### src/rtl/onehot_seq_decoder.sv
// onehot_seq_decoder: decodes a 4-state one-hot counter code into binary,
// tracks sequence lock (UNLOCKED -> SYNC -> LOCKED) and flags sequence and
// encoding errors. All outputs are registered (1-cycle latency).
// Optional saturating error counter: define ONEHOT_SEQ_DECODER_ERRCNT_EN.
// Without it err_cnt_out is tied to zero.
module onehot_seq_decoder #(
    parameter int LOCK_COUNT = 4,   // consecutive in-sequence codes to lock (1..15)
    parameter int LOSS_COUNT = 2    // consecutive bad codes to drop lock (1..15)
) (
    input  logic       clk,
    input  logic       reset_al_in,
    input  logic [3:0] onehot_in,
    input  logic       valid_in,
    output logic [1:0] count_out,
    output logic       count_valid_out,
    output logic       locked_out,
    output logic       wrap_out,
    output logic       seq_err_out,
    output logic       onehot_err_out,
    output logic [7:0] err_cnt_out
);

    localparam logic [3:0] LOCK_N = 4'(LOCK_COUNT);
    localparam logic [3:0] LOSS_N = 4'(LOSS_COUNT);

    typedef enum logic [1:0] {
        ST_UNLOCKED = 2'd0,
        ST_SYNC     = 2'd1,
        ST_LOCKED   = 2'd2
    } state_e;

    state_e     state_q, state_d;
    logic [3:0] expected_q, expected_d;
    logic [3:0] match_q, match_d;
    logic [3:0] miss_q, miss_d;
    logic [1:0] count_q, count_d;
    logic       cval_q, cval_d;
    logic       locked_q, locked_d;
    logic       wrap_q, wrap_d;
    logic       seq_err_q, seq_err_d;
    logic       oh_err_q, oh_err_d;

    logic       code_legal;
    logic [1:0] code_idx;
    logic       in_seq;
    logic [3:0] match_inc;
    logic [3:0] miss_inc;

    // Decode the incoming code; anything other than exactly one bit set is illegal.
    always_comb begin
        code_legal = 1'b0;
        code_idx   = 2'd0;
        case (onehot_in)
            4'b0001: begin code_legal = 1'b1; code_idx = 2'd0; end
            4'b0010: begin code_legal = 1'b1; code_idx = 2'd1; end
            4'b0100: begin code_legal = 1'b1; code_idx = 2'd2; end
            4'b1000: begin code_legal = 1'b1; code_idx = 2'd3; end
            default: begin code_legal = 1'b0; code_idx = 2'd0; end
        endcase
    end

    assign in_seq    = code_legal && (onehot_in == expected_q);
    assign match_inc = match_q + 4'd1;
    assign miss_inc  = miss_q + 4'd1;

    // Next-state, counters and registered-output values; everything holds and
    // pulses stay low unless a valid code is sampled.
    always_comb begin
        state_d    = state_q;
        expected_d = expected_q;
        match_d    = match_q;
        miss_d     = miss_q;
        count_d    = count_q;
        cval_d     = 1'b0;
        wrap_d     = 1'b0;
        seq_err_d  = 1'b0;
        oh_err_d   = 1'b0;

        if (valid_in) begin
            if (code_legal) begin
                count_d    = code_idx;
                cval_d     = 1'b1;
                // Next expected code is this one rotated left (s3 wraps to s0).
                expected_d = {onehot_in[2:0], onehot_in[3]};
            end else begin
                oh_err_d   = 1'b1;
            end

            case (state_q)
                ST_UNLOCKED: begin
                    if (code_legal) begin
                        match_d = 4'd1;
                        miss_d  = 4'd0;
                        state_d = (LOCK_N <= 4'd1) ? ST_LOCKED : ST_SYNC;
                    end
                end
                ST_SYNC: begin
                    if (in_seq) begin
                        match_d = match_inc;
                        if (match_inc >= LOCK_N) begin
                            state_d = ST_LOCKED;
                            miss_d  = 4'd0;
                        end
                    end else if (code_legal) begin
                        // Legal but out of order: restart the run from this code.
                        match_d = 4'd1;
                    end else begin
                        match_d = 4'd0;
                        state_d = ST_UNLOCKED;
                    end
                end
                ST_LOCKED: begin
                    if (in_seq) begin
                        miss_d = 4'd0;
                        wrap_d = (onehot_in == 4'b0001);
                    end else begin
                        // Illegal codes only raise the encoding error.
                        seq_err_d = code_legal;
                        if (miss_inc >= LOSS_N) begin
                            state_d = ST_UNLOCKED;
                            miss_d  = 4'd0;
                            match_d = 4'd0;
                        end else begin
                            miss_d  = miss_inc;
                        end
                    end
                end
                default: begin
                    state_d = ST_UNLOCKED;
                    match_d = 4'd0;
                    miss_d  = 4'd0;
                end
            endcase
        end
    end

    assign locked_d = (state_d == ST_LOCKED);

    // State and output registers, cleared immediately by reset.
    always_ff @(posedge clk or negedge reset_al_in) begin
        if (!reset_al_in) begin
            state_q    <= ST_UNLOCKED;
            expected_q <= 4'b0001;
            match_q    <= 4'd0;
            miss_q     <= 4'd0;
            count_q    <= 2'd0;
            cval_q     <= 1'b0;
            locked_q   <= 1'b0;
            wrap_q     <= 1'b0;
            seq_err_q  <= 1'b0;
            oh_err_q   <= 1'b0;
        end else begin
            state_q    <= state_d;
            expected_q <= expected_d;
            match_q    <= match_d;
            miss_q     <= miss_d;
            count_q    <= count_d;
            cval_q     <= cval_d;
            locked_q   <= locked_d;
            wrap_q     <= wrap_d;
            seq_err_q  <= seq_err_d;
            oh_err_q   <= oh_err_d;
        end
    end

    assign count_out       = count_q;
    assign count_valid_out = cval_q;
    assign locked_out      = locked_q;
    assign wrap_out        = wrap_q;
    assign seq_err_out     = seq_err_q;
    assign onehot_err_out  = oh_err_q;

`ifdef ONEHOT_SEQ_DECODER_ERRCNT_EN
    logic [7:0] err_cnt_q;

    // Saturating error count, bumped on the same edge that raises an error pulse.
    always_ff @(posedge clk or negedge reset_al_in) begin
        if (!reset_al_in) begin
            err_cnt_q <= 8'd0;
        end else if ((seq_err_d || oh_err_d) && (err_cnt_q != 8'hFF)) begin
            err_cnt_q <= err_cnt_q + 8'd1;
        end
    end

    assign err_cnt_out = err_cnt_q;
`else
    assign err_cnt_out = 8'd0;
`endif

endmodule
### config.mk
export PLATFORM = sky130hd
export DESIGN_NAME = onehot_seq_decoder
export DESIGN_NICKNAME = d
export VERILOG_FILES = /design/src/rtl/onehot_seq_decoder.sv
export SDC_FILE = /design/constraint.sdc
export NUM_CORES = 1
export LEC_CHECK = 0
export CORE_ASPECT_RATIO = 0.75
export CORE_MARGIN = 2
export CORE_UTILIZATION = 45
export DETAILED_ROUTE_END_ITERATION = 7
export PLACE_DENSITY_LB_ADDON = 0.3
export SETUP_SLACK_MARGIN = 0.05
export SYNTH_ARGS = -nofsm -noshare
export SYNTH_HDL_FRONTEND = slang
export SYNTH_SLANG_ARGS = --single-unit
### constraint.sdc
create_clock -name clk -period 4.05 [get_ports clk]
set_input_delay 0.405 -clock clk [delete_from_list [all_inputs] [get_ports clk]]
set_output_delay 0.405 -clock clk [all_outputs]
set_load 0.1 [all_outputs]
==> summary.md <==
| Metric | Value |
|---|---|
| Sequential area share after synthesis | 0.387 |
| Final WL | 2.65 mm |
| R2r startpoint | expected_q[0] |
| IO Count | 22 |
| GR peak layer | met1 |
| Post-synth EDFFs | 0 |
| Core area | 2910 µm² |
| Synth top area cells | dfrtp_1 (37%), buf_4 (5.0%), nand2_1 (3.6%) |
| Grt met3 use | 0.0455 |
| Fill cells | approximately 260 |
| Clk Latency, worst-skew pair | 0.26 ns |
| Critical path startpoint category | primary input |
| Hold path start | expected_q[2] |
| Power density cells | 351 nW/µm² |
| H-tree lvl count | 1 |
| Met1 usage | 0.246 |
| DRT Pass-1 Iters | 4 |
| Die Footprint | 3480 µm² |
| Hold path cells | 2 |
| Post-synth top flop | dfrtp_1 |
| 1st-iter DRT viols | 23 |
| Max-cap viol count | 0 |
| Vias | 1058 |
| Design area | between 1500 and 2000 µm² |
| Lkg Pwr | 0.639 nW |
| Vert. Die Dim | 51.6 µm |
| Clk sink count | 21 |
| Inserted Clock Buffers | 3 |
| Worst r2r dst | miss_q[0] |
| RePlAce Congestion | 0.902 |
| Worst-case clock skew | 0.00163 ns |
| Final net count | 167 |
| Top Family by Delay on Critical Path | compound AO/OA/AOI/OAI gates |
| Clock buffer depth | 2 |
| Hold Path End | expected_q[2] |
| Period minus WS final | 2.49 ns |
| Reg clk slew, reported paths | 0.08 ns |
| Period utilisation layout | 0.614 |
| DP HPWL | 1.97 mm |
| Share of layout cells above drive strength 1 | 0.0962 |
| Port buffer count | 13 |
| WL/cell | 13.7 µm |
| Post-route ant nets | 0 |
| PostCTS Resize Cnt | 0 |
| Flop-to-flop setup slack | 2.07 ns |
| Async set-reset flop share out of synthesis | 1.00 |
| Drt drc | 0 |
| Peak supply drop | approximately 220 µV |
| Top cell type's share of synthesized area | 0.368 |
| Synth warn | 0 |
| Grt ovf | 0 |
| Maximum number of pins on one net before global-route repair | 22 |
| Post-route insts no fill | 194 |
| Setup Fix Bufs, Post-CTS | 0 |
| Hold_buf cts | 0 |
| DR vias/cell | ~5.5 |
| Root buf cell | clkbuf_8 |
| Vias in the first global route | 942 |
| Cell total after placement | 190 |
| Final hold violations | 0 |
| Finish-stage setup viols | 0 |
| First-pass GRT wire length | 4.40 mm |
| Final Max Slew Viols | 0 |
| TNS Setup | 0 ns |
| Synth cell count leaders | dfrtp_1 (20), nand2_1 (13), buf_4 (9), nor2_1 (8) |
| Crit path largest cell delay | roughly 0.76 ns |
| Fin util | 0.520 |
| Cell area after synthesis | between 1000 and 1500 µm² |
| Initial core utilization | 0.467 |
| Yosys cell types | 47 |
| Area grow syn2layout | 11.4% |
| TritonCTS clock tree | yes |
| Crit Path Class | in2reg |
| Slew HR | 0.358 |
| Least-Margin Pin Slew | 0.961 ns |
| Row count | 17 |
| RSZ-0062 raised after global routing | false |
| Critical path buffer and inverter count | 1 |
| Worst path required time | approximately 4.2 ns |
| Antenna cells | 0 |
| Count leader, synth | dfrtp_1 |
| Die width | between 60 and 70 µm |
| Worst path cell trace | clkdlybuf4s50_1, xor2_1, a221oi_2, or2_1, a2bb2oi_1, o41ai_1 |
| Synthesized area per cell | 9.25 µm² |
| F_max | between 0.4 and 0.5 GHz |
| Post-synth top area cell | dfrtp_1 |
| Crit path max-delay cell type | clkdlybuf4s50_1 |
| Worst endpoint data arrival time | 2.63 ns |
| Crit path max fanout | 11 |
| Outcome | finished clean |
| R2R cell count | 5 |
| Initial antenna violation count | 0 |
| Dpl cell area | 1470 µm² |
| GRT Total Usage | 0.168 |
| Synthesized flop and latch total | 21 |
| Gate count of the mapped netlist | 147 |
| Crit end category | register |
| Hold WC Path Type | reg2reg |
| Met2 track demand over resource | 0.243 |
cell families (layout without fill, tap and decap cells):
| kind of cell | Yosys count | after routing | synth area share |
|---|---|---|---|
| DFF | 21 | 21 | 0.387 |
| muxes | 2 | 2 | 0.0166 |
| adders and majority gates | 3 | 3 | 0.0276 |
| other | 1 | 8 | 0.00276 |
| xor gates and xnor gates | 7 | 7 | 0.0451 |
| and+or+nand+nor | 56 | 56 | 0.229 |
| buffers and inverters | 22 | 24 | 0.0892 |
| AOI/OAI and AO/OA | 35 | 35 | 0.202 |
report_power, final:
group	internal, W	total, W	switching, W
logic	0.0000456	0.000153	0.000107
clock network	0.0000685	0.000137	0.0000680
registers	0.000227	0.000242	0.0000150
total	0.000341	0.000532	0.000190
cell usage in the layout, fill, tap and decap left out, types with 2 or more instances in the layout:
| master | count |
|---|---|
| dfrtp_1 | 20 |
| nand2_1 | 13 |
| clkdlybuf4s50_1 | 13 |
| nor2_1 | 8 |
| conb_1 | 8 |
| inv_1 | 7 |
| nor3_1 | 7 |
| o21ai_0 | 7 |
| a21oi_1 | 6 |
| nand2b_1 | 5 |
| nor2b_1 | 4 |
| xnor2_1 | 4 |
| and2_1 | 4 |
| xor2_1 | 3 |
| ha_1 | 3 |
| clkbuf_8 | 3 |
| a21bo_2 | 2 |
| nand3b_1 | 2 |
| a31oi_1 | 2 |
| a22o_1 | 2 |
| a221oi_1 | 2 |
| and3_1 | 2 |
| mux2_2 | 2 |
| nand3_1 | 2 |
| o31ai_1 | 2 |
| o32ai_1 | 2 |
routing by layer:
metal  part of all wire  routed length, µm
met5                  0                  0
met4             0.0060                 16
met3              0.042                110
met2               0.45               1180
met1               0.51               1340
metrics by stage:
stage / setup slack [ns] / total power (W) / hold slack (ns)
after global placement: 1.38 / 0.000395 / 0.500
final: 1.56 / 0.000532 / 0.544
after detailed placement: 1.31 / 0.000399 / 0.521
after CTS: 1.60 / 0.000534 / 0.539
after global routing: 1.45 / 0.000562 / 0.574
after floorplan: 2.12 / 0.000373 / 0.109
tightest hold or removal path: stages, from the launching register on:
cell and delay, ns:
dfrtp_1 0.38, o31ai_1 0.08, nand2_1 0.05
worst max path at each step:
stage | start | end | slack (ns) | cells past startpoint
2_1_floorplan | onehot_in[3] | miss_q[0] | 2.12 | 7
3_3_place_gp | onehot_in[3] | match_q[3] | 1.38 | 6
3_5_place_dp | onehot_in[3] | match_q[3] | 1.31 | 6
4_1_cts | onehot_in[3] | match_q[3] | 1.60 | 6
5_1_grt | onehot_in[3] | match_q[3] | 1.45 | 6
6_report | onehot_in[3] | match_q[2] | 1.56 | 6
layout make-up:
cell class / count / area, µm² / area share
multi-input combinational: 111 / 738 / 0.487
tap: 38 / 47.5 / 0.0314
clock inverter: 1 / 5.00 / 0.00330
clock buffer: 3 / 41.3 / 0.0273
timing repair buffer: 13 / 130 / 0.0859
sequential: 21 / 527 / 0.348
inverter: 7 / 26.3 / 0.0173
state kept, by name, indices dropped and copies added, names as in the netlist:
register         count
expected_q           4
match_q              4
miss_q               4
count_out            2
state_q              2
count_valid_out      1
locked_out           1
onehot_err_out       1
seq_err_out          1
wrap_out             1
Power figures use the tool's default switching activity.
==> edit (same flow settings) <==
Build with the macro `ONEHOT_SEQ_DECODER_ERRCNT_EN` defined.
--- a/src/rtl/onehot_seq_decoder.sv
+++ b/src/rtl/onehot_seq_decoder.sv
@@ -5,2 +5,4 @@
 // Without it err_cnt_out is tied to zero.
+`define ONEHOT_SEQ_DECODER_ERRCNT_EN
+
 module onehot_seq_decoder #(
Check against the original RTL: not equivalent (Yosys sat finds a counterexample within 4 cycles, from zero or initial values and one cycle with reset_al_in low).
==> edit against the unedited design <==
Worst setup slack worse by 120 ps. Largest cell class unchanged. Count of clock-buffer cells in the layout is 2 higher. Cell area is 29% higher. Routed wire length is 33% higher. Sequential cell count is 8 higher. Area after synthesis is 20% higher. Highest routed layer unchanged. Sequential share of layout area is 2.4 points higher.
Power is not compared: it rests on default switching activity, and its combinational part moved more than twofold at a synthesized area within 25%.
==> edit: results (changes against the unedited design) <==
| Metric | Value |
|---|---|
| Sum Neg Setup Slack | 0 ps (unchanged) |
| Initial antenna violation count | 0 (unchanged) |
| Syn nets | 163 |
| Gr usage total | 18.9% (+2.2 points) |
| Reg clk slew, reported paths | 70 ps |
| Main synth FF type | dfrtp_1 |
| Total CTS buffers | 5 (+2) |
| Vias in the first global route | 1201 (+27%) |
| Yosys warns | 0 (unchanged) |
| Library cells used by synthesis | 54 (+15%) |
| Largest net degree at the start of global routing | 30 (+36%) |
| DR pass1 iterations | 4 (unchanged) |
| Synth async-reset ratio | 100% (unchanged) |
| CP max stage cell | nor4_1 |
| Reg2reg path depth | 5 (unchanged) |
| Vias | 1290 (+22%) |
| Wirelength, routed | 3530 um (+33%) |
| First-pass GRT wire length | 5960 um (+35%) |
| Filler instances | 296 (+16%) |
| Initial drt markers | 162 (+600%) |
| Pint | 583 uW |
| Worst Clk Skew | 8.53 ps (+6.89 ps) |
| Pre-CTS setup slack | 1170 ps (-139 ps) |
| Number of gates resized after cts | 0 (unchanged) |
| Final #Nets | 187 (+12%) |
| Mux share of post-synthesis cell area | 3.45% (+1.8 points) |
| Slew @ Worst Pin | 983 ps (+22.5 ps) |
| # diodes | 0 (unchanged) |
| Critical path arrival | 2780 ps (+150 ps) |
| Placed insts | 209 (+10%) |
| Synth Area in Adders | 3.07% (+0.31 points) |
| Worst Path Max Fanout | 10 (-1) |
| Cells after Synth | 152 (+3.4%) |
| Register area share after synthesis | 44.6% (+5.8 points) |
| Setup repair bufs after CTS | 0 (unchanged) |
| Top post-synthesis cells by area | dfrtp_1 43%, xor2_1 4.3%, mux2_2 3.5%, nand2_1 3.2%, ha_1 3.1% |
| Highest cell delay on the worst timing path | 730 ps (-30 ps) |
| Antenna Violating Nets Remaining | 0 (unchanged) |
| CTS Buffer Depth | 2 (unchanged) |
| Post-synth top cells | 28 x dfrtp_1, 14 x nand2_1, 8 x nor2_1, 8 x xor2_1 |
| Number of synthesized flops with an enable pin | 0 (unchanged) |
| Vias per cell | 5.94 (+9.0%) |
| Cell family with the largest share of critical-path delay | simple AND/OR/NAND/NOR gates |
| Status | completed |
| Leak pwr | 0.000804 uW |
| Synth Area in Compound Gates | 20.9% (+0.70 points) |
| Worst Hold Class | primary input to asynchronous set/reset pin |
| Max reg flops | 8 |
| H-tree levels | 2 (+1) |
| Worst-skew pair later-pin latency | 290 ps (+30 ps) |
| Layout cell share with drive strength beyond 1 | 16.9% (+7.3 points) |
| Area after DPL | 0.00187 mm^2 (+27%) |
| XOR/XNOR Fraction of Synth Area | 6.44% (+1.9 points) |
| VDD IR max | 455 uV |
| PortBufs | 21 (+8) |
| Post-detail-place hpwl | 2430 um (+23%) |
| Final Wtd Congestion | 0.900 (-0.28%) |
| Clock Tree Root | clkbuf_8 |
edit: cell types whose count changed after synthesis, sizes merged, moves of 3 or more:
cell / delta
xor2: +5
buf: -9
dfrtp: +8
and2: -3
a31oi: +3
nor4: +3
nand2b: -3
nor3: -4
mux2: +3
inv: -3
edit: per-stage QoR:
stage / hold slack [ps] / power [uW]
CTS: 511 / 1120
floorplan: 109 / 760
detailed placement: 504 / 881
finish: 493 / 1110
global route: 541 / 1160
global placement: 500 / 867
edit: logic make-up after synthesis:
logic type	count (synthesis)
mux	5
compound gates	39
buf+inv	10
flops	29
fa+ha+maj	4
xor+xnor	12
simple gates	53
edit: cell type report:
type	count	area, um^2	area share (%)
inverter	5	18.8	0.960
multi-input combinational	113	856	43.8
clock inverter	3	17.5	0.896
clock buffer	5	68.8	3.52
timing repair buffer	22	218	11.1
tap	40	50.0	2.56
sequential	29	727	37.2
edit: routing by layer:
layer  routed length (um)  part of all wire (%)  up-vias  global-route usage [%]
met5                    0                     0        -                       0
met4                   39                   1.1        0                    6.23
met3                  157                   4.5        4                    5.98
met2                 1620                    46       39                    26.5
met1                 1710                    48      625                    27.4
li1                     -                     -      622                       -
edit: final timing paths:
kind                                 from             end  slack [ps]
max                          onehot_in[1]       miss_q[0]        1440
min                           reset_al_in      match_q[1]         490
max reg2reg                 expected_q[0]       miss_q[0]        1850
min reg2reg                err_cnt_out[5]  err_cnt_out[5]         520
max in group asynchronous     reset_al_in   expected_q[0]        3250
min in group clk           err_cnt_out[5]  err_cnt_out[5]         520
edit: power groups by stage:
stage,clock network (uW),logic (uW),registers (uW)
5_1_grt,258,495,410
4_1_cts,240,476,403
6_report,238,473,403
3_5_place_dp,0,474,407
2_1_floorplan,0,122,638
3_3_place_gp,0,466,401
